`src/rtl/sd_cmd_framer_pkg.sv`:
```
// Shared types and constants for the SD command framer: FSM states, register
// map positions and the CRC7 used to seal each 6-byte command frame.
package sd_cmd_framer_pkg;

  typedef enum logic [1:0] {
    IDLE = 2'd0,
    SEND = 2'd1,
    POLL = 2'd2
  } state_e;

  localparam logic [6:0] CRC7_POLY  = 7'h09;  // x^7 + x^3 + 1, x^7 implicit
  localparam logic [1:0] START_BITS = 2'b01;

  localparam logic [1:0] ADDR_ARG = 2'd0;
  localparam logic [1:0] ADDR_CMD = 2'd1;
  localparam logic [1:0] ADDR_R1  = 2'd2;

  localparam int CMD_GO_BIT       = 8;
  localparam int STAT_BUSY_BIT    = 10;
  localparam int STAT_TIMEOUT_BIT = 9;
  localparam int STAT_DONE_BIT    = 8;

  // Shift one byte MSB-first through the CRC7 register.
  function automatic logic [6:0] crc7_update(input logic [6:0] crc, input logic [7:0] data);
    logic [6:0] c;
    logic       fb;
    c = crc;
    for (int i = 7; i >= 0; i--) begin
      fb = c[6] ^ data[i];
      c  = {c[5:0], 1'b0};
      if (fb) begin
        c = c ^ CRC7_POLY;
      end else begin
        c = c;
      end
    end
    return c;
  endfunction

endpackage

```
`src/rtl/sd_cmd_framer_if.sv`:
```
// Avalon-MM register port plus SPI byte-engine handshake of the SD command framer.
interface sd_cmd_framer_if;
  logic [1:0]  avs_s0_address;
  logic        avs_s0_read;
  logic        avs_s0_write;
  logic [31:0] avs_s0_writedata;
  logic [31:0] avs_s0_readdata;
  logic        avs_s0_waitrequest;
  logic        spi_req;
  logic        spi_rd;
  logic [7:0]  spi_wdata;
  logic        spi_ack;
  logic [7:0]  spi_rdata;

  modport slave (
    input  avs_s0_address, avs_s0_read, avs_s0_write, avs_s0_writedata,
    input  spi_ack, spi_rdata,
    output avs_s0_readdata, avs_s0_waitrequest,
    output spi_req, spi_rd, spi_wdata
  );

  modport master (
    output avs_s0_address, avs_s0_read, avs_s0_write, avs_s0_writedata,
    output spi_ack, spi_rdata,
    input  avs_s0_readdata, avs_s0_waitrequest,
    input  spi_req, spi_rd, spi_wdata
  );
endinterface

```
`src/rtl/sd_cmd_framer.sv`:
```
// Frames a 6-byte SD command from CPU-written index/argument, issues it byte by
// byte to the SPI engine, then polls for R1 and reports done/timeout status.
module sd_cmd_framer
  import sd_cmd_framer_pkg::*;
#(
  parameter int POLL_MAX = 8
) (
  input logic            clk,
  input logic            reset,
  sd_cmd_framer_if.slave bus
);

  localparam logic [7:0] POLL_LAST = 8'(POLL_MAX - 1);

  state_e      state_q, state_d;
  logic [31:0] arg_q, arg_d;
  logic [5:0]  idx_q, idx_d;
  logic        busy_q, busy_d;
  logic        done_q, done_d;
  logic        timeout_q, timeout_d;
  logic [7:0]  r1_q, r1_d;
  logic [2:0]  byte_cnt_q, byte_cnt_d;
  logic [7:0]  poll_cnt_q, poll_cnt_d;
  logic [6:0]  crc_q, crc_d;
  logic        spi_req_q, spi_req_d;
  logic        spi_rd_q, spi_rd_d;
  logic [7:0]  spi_wdata_q, spi_wdata_d;

  logic        start_s, arg_wr_s, stat_rd_s, ack_s;
  logic [7:0]  frame_byte_s;
  logic [31:0] status_s;

  assign start_s   = bus.avs_s0_write && (bus.avs_s0_address == ADDR_CMD)
                     && bus.avs_s0_writedata[CMD_GO_BIT] && !busy_q;
  assign arg_wr_s  = bus.avs_s0_write && (bus.avs_s0_address == ADDR_ARG) && !busy_q;
  assign stat_rd_s = bus.avs_s0_read && (bus.avs_s0_address == ADDR_CMD);
  // A stray ack with no request outstanding must not advance anything.
  assign ack_s     = bus.spi_ack && spi_req_q;

  // Byte k of the frame; byte 5 uses the CRC accumulated over bytes 0..4.
  always_comb begin
    case (byte_cnt_q)
      3'd0:    frame_byte_s = {START_BITS, idx_q};
      3'd1:    frame_byte_s = arg_q[31:24];
      3'd2:    frame_byte_s = arg_q[23:16];
      3'd3:    frame_byte_s = arg_q[15:8];
      3'd4:    frame_byte_s = arg_q[7:0];
      3'd5:    frame_byte_s = {crc_q, 1'b1};
      default: frame_byte_s = 8'hFF;
    endcase
  end

  // Status word and read-data mux.
  always_comb begin
    status_s                   = {24'd0, r1_q};
    status_s[STAT_BUSY_BIT]    = busy_q;
    status_s[STAT_TIMEOUT_BIT] = timeout_q;
    status_s[STAT_DONE_BIT]    = done_q;
    case (bus.avs_s0_address)
      ADDR_ARG: bus.avs_s0_readdata = arg_q;
      ADDR_CMD: bus.avs_s0_readdata = status_s;
      ADDR_R1:  bus.avs_s0_readdata = {24'd0, r1_q};
      default:  bus.avs_s0_readdata = 32'd0;
    endcase
  end

  assign bus.avs_s0_waitrequest = 1'b0;
  assign bus.spi_req            = spi_req_q;
  assign bus.spi_rd             = spi_rd_q;
  assign bus.spi_wdata          = spi_wdata_q;

  // Next-state logic for the sequencer, counters and register file.
  always_comb begin
    state_d     = state_q;
    idx_d       = idx_q;
    busy_d      = busy_q;
    timeout_d   = timeout_q;
    r1_d        = r1_q;
    byte_cnt_d  = byte_cnt_q;
    poll_cnt_d  = poll_cnt_q;
    crc_d       = crc_q;
    spi_req_d   = spi_req_q;
    spi_rd_d    = spi_rd_q;
    spi_wdata_d = spi_wdata_q;

    if (arg_wr_s) begin
      arg_d = bus.avs_s0_writedata;
    end else begin
      arg_d = arg_q;
    end

    // Any later set in the same cycle overrides this clear.
    if (stat_rd_s) begin
      done_d = 1'b0;
    end else begin
      done_d = done_q;
    end

    case (state_q)
      IDLE: begin
        if (start_s) begin
          idx_d       = bus.avs_s0_writedata[5:0];
          busy_d      = 1'b1;
          done_d      = 1'b0;
          timeout_d   = 1'b0;
          crc_d       = 7'd0;
          byte_cnt_d  = 3'd0;
          spi_req_d   = 1'b1;
          spi_rd_d    = 1'b0;
          spi_wdata_d = {START_BITS, bus.avs_s0_writedata[5:0]};
          state_d     = SEND;
        end else begin
          spi_req_d = 1'b0;
        end
      end
      SEND: begin
        if (ack_s) begin
          spi_req_d = 1'b0;
          if (byte_cnt_q == 3'd5) begin
            poll_cnt_d = 8'd0;
            state_d    = POLL;
          end else begin
            crc_d      = crc7_update(crc_q, spi_wdata_q);
            byte_cnt_d = byte_cnt_q + 3'd1;
          end
        end else if (!spi_req_q) begin
          spi_req_d   = 1'b1;
          spi_rd_d    = 1'b0;
          spi_wdata_d = frame_byte_s;
        end else begin
          spi_req_d = 1'b1;
        end
      end
      POLL: begin
        if (ack_s) begin
          spi_req_d = 1'b0;
          if (!bus.spi_rdata[7]) begin
            r1_d     = bus.spi_rdata;
            done_d   = 1'b1;
            busy_d   = 1'b0;
            spi_rd_d = 1'b0;
            state_d  = IDLE;
          end else if (poll_cnt_q == POLL_LAST) begin
            r1_d      = 8'hFF;
            timeout_d = 1'b1;
            done_d    = 1'b1;
            busy_d    = 1'b0;
            spi_rd_d  = 1'b0;
            state_d   = IDLE;
          end else begin
            poll_cnt_d = poll_cnt_q + 8'd1;
          end
        end else if (!spi_req_q) begin
          spi_req_d   = 1'b1;
          spi_rd_d    = 1'b1;
          spi_wdata_d = 8'hFF;
        end else begin
          spi_req_d = 1'b1;
        end
      end
      default: begin
        state_d   = IDLE;
        busy_d    = 1'b0;
        spi_req_d = 1'b0;
      end
    endcase
  end

  // State and output registers.
  always_ff @(posedge clk or posedge reset) begin
    if (reset) begin
      state_q     <= IDLE;
      arg_q       <= 32'd0;
      idx_q       <= 6'd0;
      busy_q      <= 1'b0;
      done_q      <= 1'b0;
      timeout_q   <= 1'b0;
      r1_q        <= 8'hFF;
      byte_cnt_q  <= 3'd0;
      poll_cnt_q  <= 8'd0;
      crc_q       <= 7'd0;
      spi_req_q   <= 1'b0;
      spi_rd_q    <= 1'b0;
      spi_wdata_q <= 8'hFF;
    end else begin
      state_q     <= state_d;
      arg_q       <= arg_d;
      idx_q       <= idx_d;
      busy_q      <= busy_d;
      done_q      <= done_d;
      timeout_q   <= timeout_d;
      r1_q        <= r1_d;
      byte_cnt_q  <= byte_cnt_d;
      poll_cnt_q  <= poll_cnt_d;
      crc_q       <= crc_d;
      spi_req_q   <= spi_req_d;
      spi_rd_q    <= spi_rd_d;
      spi_wdata_q <= spi_wdata_d;
    end
  end

endmodule

```
`src/flat_wrapper.sv`:
```
// flat-port wrapper written by rule: the top's interface ports become plain ports
module sd_cmd_framer_flat import sd_cmd_framer_pkg::*;
#(
  parameter int POLL_MAX = 8
)
  (clk, reset, bus_avs_s0_address, bus_avs_s0_read, bus_avs_s0_write, bus_avs_s0_writedata, bus_spi_ack, bus_spi_rdata, bus_avs_s0_readdata, bus_avs_s0_waitrequest, bus_spi_req, bus_spi_rd, bus_spi_wdata);
  sd_cmd_framer_if bus_i ();
  input logic clk;
  input logic reset;
  input wire logic [$bits(bus_i.avs_s0_address)-1:0] bus_avs_s0_address;
  input wire logic [$bits(bus_i.avs_s0_read)-1:0] bus_avs_s0_read;
  input wire logic [$bits(bus_i.avs_s0_write)-1:0] bus_avs_s0_write;
  input wire logic [$bits(bus_i.avs_s0_writedata)-1:0] bus_avs_s0_writedata;
  input wire logic [$bits(bus_i.spi_ack)-1:0] bus_spi_ack;
  input wire logic [$bits(bus_i.spi_rdata)-1:0] bus_spi_rdata;
  output wire logic [$bits(bus_i.avs_s0_readdata)-1:0] bus_avs_s0_readdata;
  output wire logic [$bits(bus_i.avs_s0_waitrequest)-1:0] bus_avs_s0_waitrequest;
  output wire logic [$bits(bus_i.spi_req)-1:0] bus_spi_req;
  output wire logic [$bits(bus_i.spi_rd)-1:0] bus_spi_rd;
  output wire logic [$bits(bus_i.spi_wdata)-1:0] bus_spi_wdata;
  assign bus_i.avs_s0_address = bus_avs_s0_address;
  assign bus_i.avs_s0_read = bus_avs_s0_read;
  assign bus_i.avs_s0_write = bus_avs_s0_write;
  assign bus_i.avs_s0_writedata = bus_avs_s0_writedata;
  assign bus_i.spi_ack = bus_spi_ack;
  assign bus_i.spi_rdata = bus_spi_rdata;
  assign bus_avs_s0_readdata = bus_i.avs_s0_readdata;
  assign bus_avs_s0_waitrequest = bus_i.avs_s0_waitrequest;
  assign bus_spi_req = bus_i.spi_req;
  assign bus_spi_rd = bus_i.spi_rd;
  assign bus_spi_wdata = bus_i.spi_wdata;
  sd_cmd_framer #(.POLL_MAX(POLL_MAX)) u_core (.clk(clk), .reset(reset), .bus(bus_i));
endmodule
```
`config.mk`:
```
export PLATFORM = sky130hd
export DESIGN_NAME = sd_cmd_framer_flat
export DESIGN_NICKNAME = d
export VERILOG_FILES = /design/src/rtl/sd_cmd_framer_pkg.sv /design/src/rtl/sd_cmd_framer_if.sv /design/src/rtl/sd_cmd_framer.sv /design/src/flat_wrapper.sv
export SDC_FILE = /design/constraint.sdc
export NUM_CORES = 1
export LEC_CHECK = 0
export ABC_AREA = 1
export ABC_CLOCK_PERIOD_IN_PS = 3500
export CAP_MARGIN = 40
export CORE_AREA = 2 2 104 106
export CTS_BUF_LIST = sky130_fd_sc_hd__clkbuf_16
export CTS_CLUSTER_DIAMETER = 150
export DETAILED_ROUTE_END_ITERATION = 6
export DIE_AREA = 0 0 106 108
export GPL_TIMING_DRIVEN = 0
export PLACE_DENSITY = 0.76
export SLEW_MARGIN = 30
export SYNTH_ARGS = -nofsm -noshare
export SYNTH_HDL_FRONTEND = slang
export SYNTH_SLANG_ARGS = --single-unit
```
`constraint.sdc`:
```
create_clock -name clk -period 3.5 [get_ports clk]
set_input_delay 0.7 -clock clk [delete_from_list [all_inputs] [get_ports clk]]
set_output_delay 0.7 -clock clk [all_outputs]
set_load 0.01 [all_outputs]
```
==> results of run 1 <==
how the worst min path moves through the flow:
stage / endpoint / slack [ps] / depth (start not counted)
2_1_floorplan: u_core.busy_q / 440 / 2
3_3_place_gp: u_core.bus.spi_rd / 460 / 2
3_5_place_dp: u_core.r1_q[3] / 470 / 2
4_1_cts: u_core.r1_q[1] / 480 / 2
5_1_grt: u_core.r1_q[5] / 490 / 2
6_report: u_core.r1_q[1] / 480 / 2
critical path, stage by stage:
cell and delay (ps):
clkdlybuf4s50_1 630, nor2_4 110, inv_2 150, nand2_1 190, o21ai_0 250, clkdlybuf4s50_1 580
layer usage:
layer / track usage (%) / wire (µm) / share of wire (%)
met4: 7.24 / 176 / 1.4
met3: 3.07 / 669 / 5.3
met5: 0 / 0 / 0
met1: 31.4 / 5710 / 45
met2: 38.2 / 6040 / 48
per-stage QoR:
step | hold WS [ps] | std cells | TNS [ps] | util [%]
after detailed placement | 468 | 878 | 0 | 55.3
after floorplan | 442 | 653 | 0 | -
after global routing | 490 | 894 | 0 | 58.3
after CTS | 481 | 894 | 0 | 58.2
after global placement | 458 | 877 | -29270 | 55.0
final | 479 | 894 | 0 | 58.3
power by group through the flow:
stage / sequential, µW / clock (µW) / combinational, µW
4_1_cts: 1620 / 984 / 2250
3_5_place_dp: 1640 / 0 / 2230
2_1_floorplan: 1570 / 0 / 1520
6_report: 1630 / 978 / 2260
3_3_place_gp: 1630 / 0 / 2180
5_1_grt: 1670 / 1030 / 2560
flip-flops by register name (all words and copies together), names as in the netlist, 2 cells and up:
| register | count |
|---|---|
| u_core.state_q | 2 |
| u_core.idx_q | 6 |
| u_core.crc_q | 7 |
| u_core.byte_cnt_q | 3 |
| u_core.arg_q | 32 |
| u_core.poll_cnt_q | 8 |
| u_core.bus.spi_wdata | 8 |
| u_core.r1_q | 8 |
logic make-up after synthesis:
kind of cell               after synthesis  synth area share (%)
DFF                                     79                  43.6
xor gates and xnor gates                 7                  1.34
AOI/OAI and AO/OA                       83                  9.86
buffers and inverters                  125                  10.7
other                                    1                0.0819
and+or+nand+nor                        348                  31.7
adders and majority gates               10                  2.73
layout make-up:
type,instances,area [µm²],share of cell area (%)
Buffer,21,97.6,1.64
Clock buffer,9,225,3.78
Clock inverter,7,80.1,1.34
Inverter,104,393,6.59
Multi-Input combinational cell,449,2100,35.2
Sequential cell,79,2000,33.5
Tap cell,136,170,2.85
Timing Repair Buffer,89,901,15.1
what timing repair did:
action	CTS	global route
endpoints found under the hold margin	0	0
hold buffers	0	0
endpoints found under the setup margin	0	8
resized for setup	0	1
buffers inserted	0	0
cell usage after synthesis, drive strengths merged (3+ instances only):
cell,instances,area [µm²]
inv,104,390
nor2,97,374
dfrtp,63,1580
a21oi,44,228
o21ai,33,173
nand2,177,669
buf,9,52.6
xor2,3,26.3
xnor2,4,35.0
o22ai,4,25.0
nand4,7,50.1
nor3,9,45.0
clkbuf,12,45.0
dfstp,16,420
nand3,57,308
ha,10,125
==> flow_summary.json, run 1 <==
{
  "outcome": "complete, no violations",
  "drive_above_1_share_pct": 8.05,
  "worst_ep_required_time_ps": 2800,
  "final_common_cell": "nand2_1",
  "max_slew.worst_pin.slew_ps": 605,
  "hp-start": "u_core.r1_q[1]",
  "ff2ff_path_depth": 7,
  "die_h_um": 108,
  "clock_sinks": 79,
  "arrival_ps": 2610,
  "grt_pass1_vias": 4406,
  "ys_ff_latch": 79,
  "hold_class": "reg -> reg",
  "dieWidth_um": 106,
  "clock_latency_ps": 340,
  "ys_warn_count": 0,
  "async_flop_share_pct": 100,
  "period_needed_ps": 3310,
  "fmax_mhz": 302,
  "worstSetupPathType": "in -> out",
  "crit_path_end_kind": "primary output",
  "drtPass1Iterations": 5,
  "overflow": 0,
  "syn_to_final_growth_pct": 30.2,
  "ys_types": 33,
  "drt_iter0_markers": 314,
  "synth-edff-count": 0,
  "cts_buffer_depth": 2,
  "syn_avg_cell_area_um2": 7.01,
  "power_density_nw_per_um2": 816,
  "grt_pass1_wl_mm": 21.0,
  "initial_core_util_pct": 44.8,
  "detail-route-antenna-nets": 0,
  "pre_cts_ws_ps": 132,
  "final_cell_mix": "nand2_1 (175), inv_1 (97), nor2_1 (95)",
  "r2r-start": "u_core.state_q[0]",
  "switching_share_pct": 42.4,
  "p_clk_share_pct": 20.1,
  "track_usage_pct": 23.0,
  "ys_seq_area_share_pct": 43.6,
  "rsz0062_at_grt": "no",
  "final_net_count": 810,
  "critPathCapture": "bus_avs_s0_readdata[3]",
  "grt_max_degree": 47,
  "place_hpwl_mm": 9.64,
  "maxCapViolations": 0,
  "total_power_uw": 4870,
  "fillers": 947,
  "drv_slew": 0,
  "cts_tree": "built",
  "setup_violations": 0,
  "syn_nets": 710,
  "htreeDepth": 3,
  "final_area_um2": 5960,
  "drc": 0,
  "clkSlewWorstSetupHoldPaths_ps": 70,
  "ios": 90,
  "seq_power_share_pct": 33.4,
  "post-route-worst-setup-slack_ps": 189,
  "hold_viol_final": 0,
  "synth_cells": 653,
  "root_buffer": "clkbuf_16",
  "wl_per_cell_um": 14.1,
  "cts_buffers": 9,
  "io_buffers": 88,
  "wirelength_mm": 12.6,
  "die_area_um2": 11400,
  "p_switching_uw": 2060,
  "vias": 4528,
  "p_int_uw": 2800,
  "num_rows": 37,
  "crit_start": "bus_avs_s0_address[0]",
  "place_area_um2": 5650,
  "crit_path_max_fanout": 9,
  "pwr-share-comb_pct": 46.5,
  "via_per_inst": 5.06,
  "slew-limit-headroom_pct": 59.7,
  "cp-start-kind": "input port",
  "ff2ff_setup_slack_ps": 1530,
  "place_congestion": 0.884,
  "irDropWorstVdd_v": 0.000331,
  "skew_ps": 7.47,
  "min_period_over_period_pct": 94.6,
  "antenna_found_initial": 0,
  "r2r-end": "u_core.bus.spi_wdata[0]",
  "antenna_cells": 0,
  "synthFlopType": "dfrtp_1",
  "core_region_area_um2": 10200,
  "p_leak_uw": 0.00303,
  "syn_area_um2": 4580
}
No activity file was read; power rests on OpenSTA's default activity.
==> inputs of run 2 (changes only) <==
RECOVER_POWER = 50   (was not set)
==> flow_summary.json, run 2 (synthesis results as in run 1) <==
{
  "outcome": "finished, violations left",
  "violations": "max-capacitance violations, max-slew violations",
  "drtPass1Iterations": 6,
  "worst_path_dominant_cell_family": "buffers and inverters",
  "die_area_um2": 11400,
  "max_slew.worst_pin.slew_ps": 2070,
  "crit_chain": "dlygate4sd3_1 > nor2_4 > inv_2 > clkbuf_1 > nor2_1 > clkdlybuf4s50_1",
  "fmax_mhz": 299,
  "min_period_over_period_pct": 95.4,
  "drive_above_1_share_pct": 7.26,
  "final_cell_mix": "nand2_1 (176), inv_1 (97), nor2_1 (95)",
  "grt_pass1_vias": 4406,
  "cp_num_buf_inv": 4,
  "clock_latency_ps": 340,
  "root_buffer": "clkbuf_16",
  "hold_slack_ps": 478,
  "drt_iter0_markers": 304,
  "core_region_area_um2": 10200,
  "place_hpwl_mm": 9.64,
  "drc": 0,
  "antenna_found_initial": 0,
  "io_buffers": 88,
  "ios": 90,
  "via_per_inst": 5.07,
  "skew_ps": 8.28,
  "htreeDepth": 3,
  "initial_core_util_pct": 44.8,
  "final_net_count": 810,
  "crit_path_max_fanout": 10,
  "wl_per_cell_um": 14.1,
  "p_leak_uw": 0.00301,
  "period_needed_ps": 3340,
  "vias": 4532,
  "antenna_cells": 0,
  "detail-route-antenna-nets": 0,
  "clock_sinks": 79,
  "setup_violations": 0,
  "worst_ep_required_time_ps": 2800,
  "maxCapViolations": 1,
  "wirelength_mm": 12.6,
  "grt_pass1_wl_mm": 21.0,
  "power_density_nw_per_um2": 816,
  "die_h_um": 108,
  "irDropWorstVdd_v": 0.000327,
  "hold_viol_final": 0,
  "grt_max_degree": 47,
  "arrival_ps": 2640,
  "critPathMaxStageDelay_ps": 610,
  "largest_register": "u_core.arg_q",
  "largest_reg_flops": 32,
  "hold_class": "reg -> reg",
  "crit_slowest_cell": "dlygate4sd3_1",
  "syn_to_final_growth_pct": 29.3,
  "num_rows": 37,
  "slew-limit-headroom_pct": -38.9,
  "track_usage_pct": 23.0,
  "cts_buffers": 9,
  "crit_path_end_kind": "primary output",
  "overflow": 0,
  "rsz0062_at_grt": "no",
  "clkSlewWorstSetupHoldPaths_ps": 70,
  "final_common_cell": "nand2_1",
  "cts_tree": "built",
  "dieWidth_um": 106,
  "worstSetupPathType": "in -> out",
  "drv_slew": 47,
  "place_congestion": 0.884,
  "cp-start-kind": "input port",
  "cts_buffer_depth": 2,
  "total_power_uw": 4830
}
==> run 2: repair_timing <==
| item | in CTS | in global routing |
|---|---|---|
| resized for setup | 0 | 1 |
| hold buffers | 0 | 0 |
| setup buffers | 0 | 0 |
| endpoints found under the setup margin | 0 | 8 |
==> run 2: layout make-up <==
type,instances,area (µm²)
fillers,953,4310
multi-input cells,449,2080
flip-flops and latches,79,2000
repair buffers,89,886
inverters,104,392
clock buffers,9,225
well taps,136,170
plain buffers,21,96.3
clock inverters,7,80.1
==> run 2: through the flow <==
stage                     setup WS, ps  instances  setup TNS [ps]  util [%]  instance area [µm²]
after floorplan                    803        653               0         -                 4580
after global placement            -469        877          -29270      55.0                 5630
after detailed placement           132        878               0      55.3                 5650
after CTS                          130        894               0      58.2                 5960
after global routing              25.1        894               0      57.9                 5920
final                              161        894               0      57.9                 5920
==> run 2: path summary, 6_finish.rpt <==
path / start / endpoint / slack, ps / depth (start not counted)
worst max-delay path: bus_avs_s0_address[1] / bus_avs_s0_readdata[26] / 160 / 6
worst min-delay path: u_core.r1_q[1] / u_core.r1_q[1] / 480 / 2
worst max register to register: u_core.state_q[0] / u_core.poll_cnt_q[3] / 700 / 10
worst min register to register: u_core.r1_q[1] / u_core.r1_q[1] / 480 / 2
max in group asynchronous: reset / u_core.idx_q[0] / 560 / 3
min in group asynchronous: reset / u_core.crc_q[6] / 1360 / 2
==> run 2: power breakdown <==
| group | switching, µW | internal [µW] | total [µW] |
|---|---|---|---|
| Combinational | 1360 | 874 | 2230 |
| Clock | 412 | 563 | 975 |
| Sequential | 279 | 1350 | 1630 |
==> run 2: worst reg2reg max path, delay by kind of cell (launching register included) <==
kind	cells	cell delay, ps
buffers and inverters	3	930
AND/OR/NAND/NOR	5	810
adder cells (fa/ha/maj)	1	180
flip-flops	1	420
AO/OA/AOI/OAI	1	360
==> run 2: metal layers <==
metal,up-vias,global-route usage [%],part of all wire (%)
li1,2227,-,-
met1,2138,31.4,45
met2,148,38.2,48
met3,19,3.07,5.4
met4,0,7.24,1.4
met5,-,0,0
